`src/rtl/product_accumulator.sv`:
```
// rtl/product_accumulator.sv - sums COUNT products per batch with overflow, drop and clear tracking
module product_accumulator #(
    parameter int N     = 4,
    parameter int COUNT = 4,
    parameter int ACC_W = 2 * N + 2
) (
    input  logic                       clk,
    input  logic                       rst_n,
    input  logic                       in_valid,
    input  logic [2*N-1:0]             in_product,
    input  logic                       clear,
    output logic                       out_valid,
    input  logic                       out_ack,
    output logic [ACC_W-1:0]           sum,
    output logic                       overflow,
    output logic                       dropped,
    output logic [$clog2(COUNT+1)-1:0] count,
    output logic                       busy
);

    localparam int CW = $clog2(COUNT + 1);

    localparam logic [1:0] S_IDLE  = 2'd0;
    localparam logic [1:0] S_ACCUM = 2'd1;
    localparam logic [1:0] S_DONE  = 2'd2;

    localparam logic [CW-1:0] COUNT_MAX = CW'(COUNT);
    localparam logic [CW-1:0] COUNT_ONE = CW'(1);
    // A single-product batch is complete as soon as it starts.
    localparam logic [1:0] S_START = (COUNT == 1) ? S_DONE : S_ACCUM;

    logic [1:0]       state_q, state_d;
    logic [ACC_W-1:0] sum_q, sum_d;
    logic [CW-1:0]    count_q, count_d;
    logic             overflow_q, overflow_d;
    logic             dropped_q, dropped_d;
    logic             out_valid_q, out_valid_d;
    logic             busy_q, busy_d;

    logic [ACC_W-1:0] prod_ext;
    logic [ACC_W:0]   add_full;

    assign prod_ext = ACC_W'(in_product);
    assign add_full = {1'b0, sum_q} + {1'b0, prod_ext};

    always_comb begin
        state_d    = state_q;
        sum_d      = sum_q;
        count_d    = count_q;
        overflow_d = overflow_q;
        dropped_d  = dropped_q;

        case (state_q)
            S_IDLE: begin
                if (in_valid) begin
                    sum_d      = prod_ext;
                    count_d    = COUNT_ONE;
                    overflow_d = 1'b0;
                    state_d    = S_START;
                end
            end
            S_ACCUM: begin
                if (in_valid) begin
                    sum_d      = add_full[ACC_W-1:0];
                    overflow_d = overflow_q | add_full[ACC_W];
                    count_d    = count_q + COUNT_ONE;
                    if (count_d == COUNT_MAX) begin
                        state_d = S_DONE;
                    end
                end
            end
            S_DONE: begin
                if (out_ack) begin
                    overflow_d = 1'b0;
                    if (in_valid) begin
                        // Ack and the next product coincide: roll straight into a new batch.
                        sum_d   = prod_ext;
                        count_d = COUNT_ONE;
                        state_d = S_START;
                    end else begin
                        count_d = '0;
                        state_d = S_IDLE;
                    end
                end else if (in_valid) begin
                    dropped_d = 1'b1;
                end
            end
            default: begin
                state_d = S_IDLE;
            end
        endcase

        if (clear) begin
            state_d    = S_IDLE;
            sum_d      = '0;
            count_d    = '0;
            overflow_d = 1'b0;
            dropped_d  = 1'b0;
        end

        out_valid_d = (state_d == S_DONE);
        busy_d      = (state_d != S_IDLE);
    end

    always_ff @(posedge clk) begin
        if (!rst_n) begin
            state_q     <= S_IDLE;
            sum_q       <= '0;
            count_q     <= '0;
            overflow_q  <= 1'b0;
            dropped_q   <= 1'b0;
            out_valid_q <= 1'b0;
            busy_q      <= 1'b0;
        end else begin
            state_q     <= state_d;
            sum_q       <= sum_d;
            count_q     <= count_d;
            overflow_q  <= overflow_d;
            dropped_q   <= dropped_d;
            out_valid_q <= out_valid_d;
            busy_q      <= busy_d;
        end
    end

    assign out_valid = out_valid_q;
    assign sum       = sum_q;
    assign count     = count_q;
    assign overflow  = overflow_q;
    assign dropped   = dropped_q;
    assign busy      = busy_q;

endmodule

```
`config.mk`:
```
export PLATFORM = sky130hd
export DESIGN_NAME = product_accumulator
export DESIGN_NICKNAME = d
export VERILOG_FILES = /design/src/rtl/product_accumulator.sv
export SDC_FILE = /design/constraint.sdc
export NUM_CORES = 1
export LEC_CHECK = 0
export BUFFER_PORTS_ARGS = -buffer_cell sky130_fd_sc_hd__buf_2
export CELL_PAD_IN_SITES_DETAIL_PLACEMENT = 1
export CELL_PAD_IN_SITES_GLOBAL_PLACEMENT = 1
export CORE_MARGIN = 8
export CORE_UTILIZATION = 40
export CTS_CLUSTER_SIZE = 10
export DETAILED_ROUTE_END_ITERATION = 8
export GPL_ROUTABILITY_DRIVEN = 1
export PLACE_DENSITY_LB_ADDON = 0.1
export SETUP_SLACK_MARGIN = 0.1
export SKIP_LAST_GASP = 1
export SLEW_MARGIN = 0
export SYNTH_ARGS = -nofsm -noshare
export SYNTH_HDL_FRONTEND = slang
export SYNTH_SLANG_ARGS = --single-unit
```
`constraint.sdc`:
```
create_clock -name clk -period 2.3 [get_ports clk]
set_input_delay 0.46 -clock clk [delete_from_list [all_inputs] [get_ports clk]]
set_output_delay 0.46 -clock clk [all_outputs]
set_load 0.02 [all_outputs]
```
== Yosys cells after proc, flatten, opt, wreduce, memory -nomap -nowiden ==
Index checks and enable logic that the tools add are counted.

* Bits in registers: 19
* Input bits: 13
* Output and inout port bits: 17
* Word-level logic and storage cells: 46

* $add $sub $neg: 2
* Equal/unequal tests: 7
* Muxes and demuxes: 20
* Bitwise operators: 3
* Reductions and logical operators: 7

{| class="wikitable"
|+ Operators with widths
! cell !! number
|-
| $mux 10 || 3
|-
| $pmux 10 s3 || 1
|-
| $add 10x8->11 || 1
|-
| $mux 2 || 5
|-
| $mux 3 || 3
|-
| $pmux 3 s3 || 1
|-
| $ne 2x2->1 const B || 3
|-
| $pmux 2 s3 || 1
|-
| $reduce_and 3->1 || 2
|-
| $mux 1 || 5
|-
| $eq 2x2->1 const B || 2
|-
| $reduce_and 4->1 || 1
|-
| $add 3x1->3 const B || 1
|-
| $eq 3x3->1 const B || 1
|-
| $pmux 1 s3 || 1
|-
| $reduce_bool 3->1 || 1
|-
| $eq 2x1->1 const B || 1
|-
| $logic_not 2->1 || 1
|-
| $not 1->1 || 2
|-
| $reduce_bool 2->1 || 1
|-
| $reduce_or 2->1 || 1
|-
| $or 1x1->1 || 1
|}

== Longest topological paths before layout ==
* Depth after elaboration: 7
* Mapped depth: 8
* Depth with buffers taken out: 8

== Least setup slack after synthesis ==
Ideal clock, no wire load.

* Path kind: reg-to-reg
* From: register sum_q[0] (netlist: sum[0])
* To: register sum_q[8] (netlist: sum[8])
* Setup time: 0.088 ns
* Arrival: 1.916 ns
* Data required time: 2.212 ns
* Path slack: 0.296 ns
* Cell stages (with the launch flop): 9
* Cell sequence: dfxtp_1 > ha_1 > inv_1 > fa_1 > nand2b_1 > a21o_1 > a31oi_1 > nor2_1 > o32ai_2

* Cells in the longest elaborated chain, start to end: 3

{| class="wikitable"
|+ RTL lines
! element !! line !! text
|-
| start, declared || 33 || <nowiki>logic [ACC_W-1:0] sum_q, sum_d;</nowiki>
|-
| start signal, assigned || 116 || <nowiki>sum_q <= sum_d;</nowiki>
|-
| $add 10x8->11 || 44 || <nowiki>assign add_full = {1'b0, sum_q} + {1'b0, prod_ext};</nowiki>
|-
| $mux 10 || 63 || <nowiki>if (in_valid) begin</nowiki>
|-
| $pmux 10 s3 || 53 || <nowiki>case (state_q)</nowiki>
|}

No other way between the ends. The select of a mux whose other input is x is not followed.
A chain may end at the register's enable or synchronous reset.

== Final worst setup path ==
* From: register state_q[1]
* To: register sum_q[6] (netlist: sum[6])

* Cells in the longest elaborated chain, start to end: 3
* Elaborated cells between the ends (all ways): 8

{| class="wikitable"
|+ RTL lines
! element !! line !! text
|-
| start, declared || 32 || <nowiki>logic [1:0] state_q, state_d;</nowiki>
|-
| start signal, assigned || 115 || <nowiki>state_q <= state_d;</nowiki>
|-
| $eq 2x2->1 (tied with other cells) || 53 ||
|-
| $ne 2x2->1 (no source line) / $reduce_bool 3->1 (equally long branches) || - ||
|-
| $reduce_and 3->1 (no source line) || - ||
|}

Parallel ways exist; a longest one is shown, timed or not.

==> results.json <==
{
  "worst_pin_slew_ns": 0.5737,
  "grt_max_degree": 11,
  "relSlewSlack": 0.6167,
  "grt_pass1_wl_um": 6313,
  "vias": 1280,
  "vdd_ir_drop_max_mv": 0.2288,
  "finalSetupViolCount": 0,
  "clk_pin_slew_ns": 0.12,
  "io_pins": 30,
  "detail_route.wl_per_cell_um": 15.09,
  "worstPathRequired_ns": 2.49,
  "power_density_nw_per_um2": 440.8,
  "cp-start-kind": "flop",
  "drtPass1Iterations": 4,
  "async_reset_ff_frac": 0,
  "design.core.area_sq_um": 3311,
  "synth_ff_type": "dfxtp_1",
  "clockBufferDepth": 2,
  "rows": 21,
  "clk_latency_ns": 0.30,
  "setup_tns_ns": 0,
  "p_leak_nw": 0.7206,
  "period_needed_ns": 2.027,
  "worstPathCellList": "inv_1, ha_1, nand2b_1, a221oi_4, buf_4, a21boi_0, a21oi_1",
  "ys_ff_latch": 19,
  "postCtsSetupBuffers": 0,
  "place.gp.congestion": 0.7929,
  "hold_path_class": "input port to flop",
  "syn_inst": 159,
  "htreeDepth": 1,
  "yosys_warnings": 0,
  "fmax_mhz": 493.3,
  "portBuffers": 29,
  "cts_resized": 0,
  "grt.total_usage": 0.1402,
  "status": "complete, no violations",
  "clkSinkCount": 19,
  "hpwl_um": 2976,
  "drv_cap": 0,
  "grt_setup_unrepaired": "false",
  "antenna_found_initial": 0,
  "ant_nets": 0,
  "critPathCaptureType": "flop",
  "first_iter_violations": 36,
  "syn_area_per_cell_sq_um": 8.601,
  "synth-simple-area-share": 0.1601,
  "vias_per_cell": 5.401,
  "grt_remaining_overflow": 0,
  "area_growth_pct": 17.75,
  "synthesis.nets": 187,
  "holdWs_ns": 0.3930,
  "period_share": 0.8813,
  "r2r_end": "sum[6]",
  "synth_compound_area_frac": 0.2836,
  "diodes": 0,
  "postPlaceCellArea_sq_um": 1567,
  "synth.mux.area_fraction": 0.03751,
  "netlist_area_sq_um": 1368,
  "crit_type": "flop to flop",
  "worstRegToRegCells": 7,
  "die_y_um": 74.47,
  "die_area_sq_um": 5546,
  "slowest_stage": "dfxtp_1",
  "fin_nets": 220,
  "finalWirelength_um": 3577,
  "r2r_slack_ns": 0.27,
  "whs_endpoint": "state_q[0]",
  "synth_edf_count": 0,
  "die_w_um": 74.47,
  "crit_arrival_ns": 2.22,
  "min_from": "rst_n",
  "hold_viol_final": 0,
  "cts-root-buf": "clkbuf_4",
  "drc": 0,
  "fin_area_sq_um": 1610,
  "worst-path-max-fanout": 9,
  "timing.rr.start": "state_q[1]",
  "synth_top_family_by_area": "compound AO/OA/AOI/OAI gates",
  "slew_violations": 0,
  "grt_pass1_vias": 1417,
  "critPathLaunch": "state_q[1]",
  "post_synth_fa_ha_maj_area_fraction": 0.1427,
  "ctsHoldBuffers": 0,
  "start_util": 0.4131,
  "synth_xor_area_frac": 0.03202,
  "tritoncts": "built",
  "fin_worst_skew_ns": 0.002982,
  "whs_path_depth": 3,
  "slowest_delay_ns": 0.48,
  "cts-buffers-inserted": 3,
  "drive_above_1_share": 0.2565,
  "ys_types": 46,
  "synth-seq-area-share": 0.2781
}
[metrics by stage]
stage,cells,total power [W],worst slack [ns],util
floorplan,159,0.0004850,0.2960,-
global placement,233,0.0005300,0.1482,0.4732
detailed placement,233,0.0005391,0.04763,0.4732
CTS,237,0.0007156,0.2038,0.4811
global route,237,0.0007597,0.1215,0.4864
finish,237,0.0007098,0.2730,0.4864
[routing by layer]
layer,global-route usage,part of all wire,up-vias,wire length (um)
li1,-,-,631,-
met1,0.1575,0.44,622,1581
met2,0.2594,0.50,25,1781
met3,0.03369,0.055,2,197
met4,0.02609,0.0048,0,17
met5,0,0,-,0
[worst max-delay path: cells and delay by family, from the launching register on]
| family | cells | cell delay [ns] |
|---|---|---|
| buffers and inverters | 2 | 0.32 |
| AOI/OAI and AO/OA | 3 | 0.60 |
| adders and majority gates | 1 | 0.29 |
| DFF | 1 | 0.48 |
| and+or+nand+nor | 1 | 0.21 |
[flip-flops by register name, indices dropped and copies added (netlist names)]
register,count
busy,1
count,3
state_q,2
out_valid,1
overflow,1
sum,10
dropped,1
[cells in the mapped netlist (2+ instances only)]
library cell / instances / area [sq um]
a211oi_1: 3 / 22.52
a21boi_0: 3 / 22.52
a21o_1: 4 / 30.03
a21oi_1: 11 / 55.05
a31oi_1: 5 / 31.28
and3_1: 3 / 18.77
buf_4: 2 / 15.01
clkbuf_1: 2 / 7.510
dfxtp_1: 19 / 380.4
ha_1: 14 / 175.2
inv_1: 14 / 52.55
mux2i_1: 4 / 40.04
nand2_1: 8 / 30.03
nand2b_1: 4 / 25.02
nand3_1: 2 / 10.01
nand4_1: 2 / 12.51
nor2_1: 11 / 41.29
nor2b_1: 2 / 12.51
nor3_1: 3 / 15.01
o21ai_0: 11 / 55.05
o21ai_1: 4 / 20.02
xnor2_1: 4 / 35.03
[cell usage in the layout, fill, tap and decap left out, types with 2 or more instances in the layout]
cell       n
buf_2     29
dfxtp_1   19
inv_1     14
ha_1      14
nor2_1    11
o21ai_0   11
a21oi_1   11
nand2_1    8
nand2b_1   4
a31oi_1    4
a21o_1     4
o21ai_1    4
xnor2_1    4
mux2i_1    4
buf_4      4
and3_1     3
a21boi_0   3
nor3_1     3
a211oi_1   3
clkbuf_4   3
nor2b_1    2
nand3_1    2
nand4_1    2
[how the worst max path moves through the flow]
stage                         to  slack [ns]  cells past startpoint
after CTS                 sum[8]        0.20                      8
after detailed placement  sum[8]        0.05                      9
after floorplan           sum[8]        0.30                      8
after global routing      sum[6]        0.12                      7
after global placement    sum[8]        0.15                      9
final                     sum[6]        0.27                      7
[report_power, final]
part	leakage (nW)	switching (W)	internal (W)
Combinational	0.551	0.000106	0.0000778
Sequential	0.155	0.00000920	0.000339
Clock	0.0150	0.000110	0.0000674
[kinds of logic after synthesis]
group | after synthesis
compound gates | 54
simple gates | 41
buf+inv | 20
flops | 19
fa+ha+maj | 15
xor+xnor | 5
mux | 5
[cell type report]
type | count | area [sq um]
Multi-Input combinational cell | 120 | 914.6
Clock buffer | 4 | 26.28
Fill cell | 418 | 1700
Tap cell | 46 | 57.56
Sequential cell | 19 | 380.4
Timing Repair Buffer | 33 | 175.2
Inverter | 15 | 56.30
Note: power is estimated with default switching activity, not from simulation.
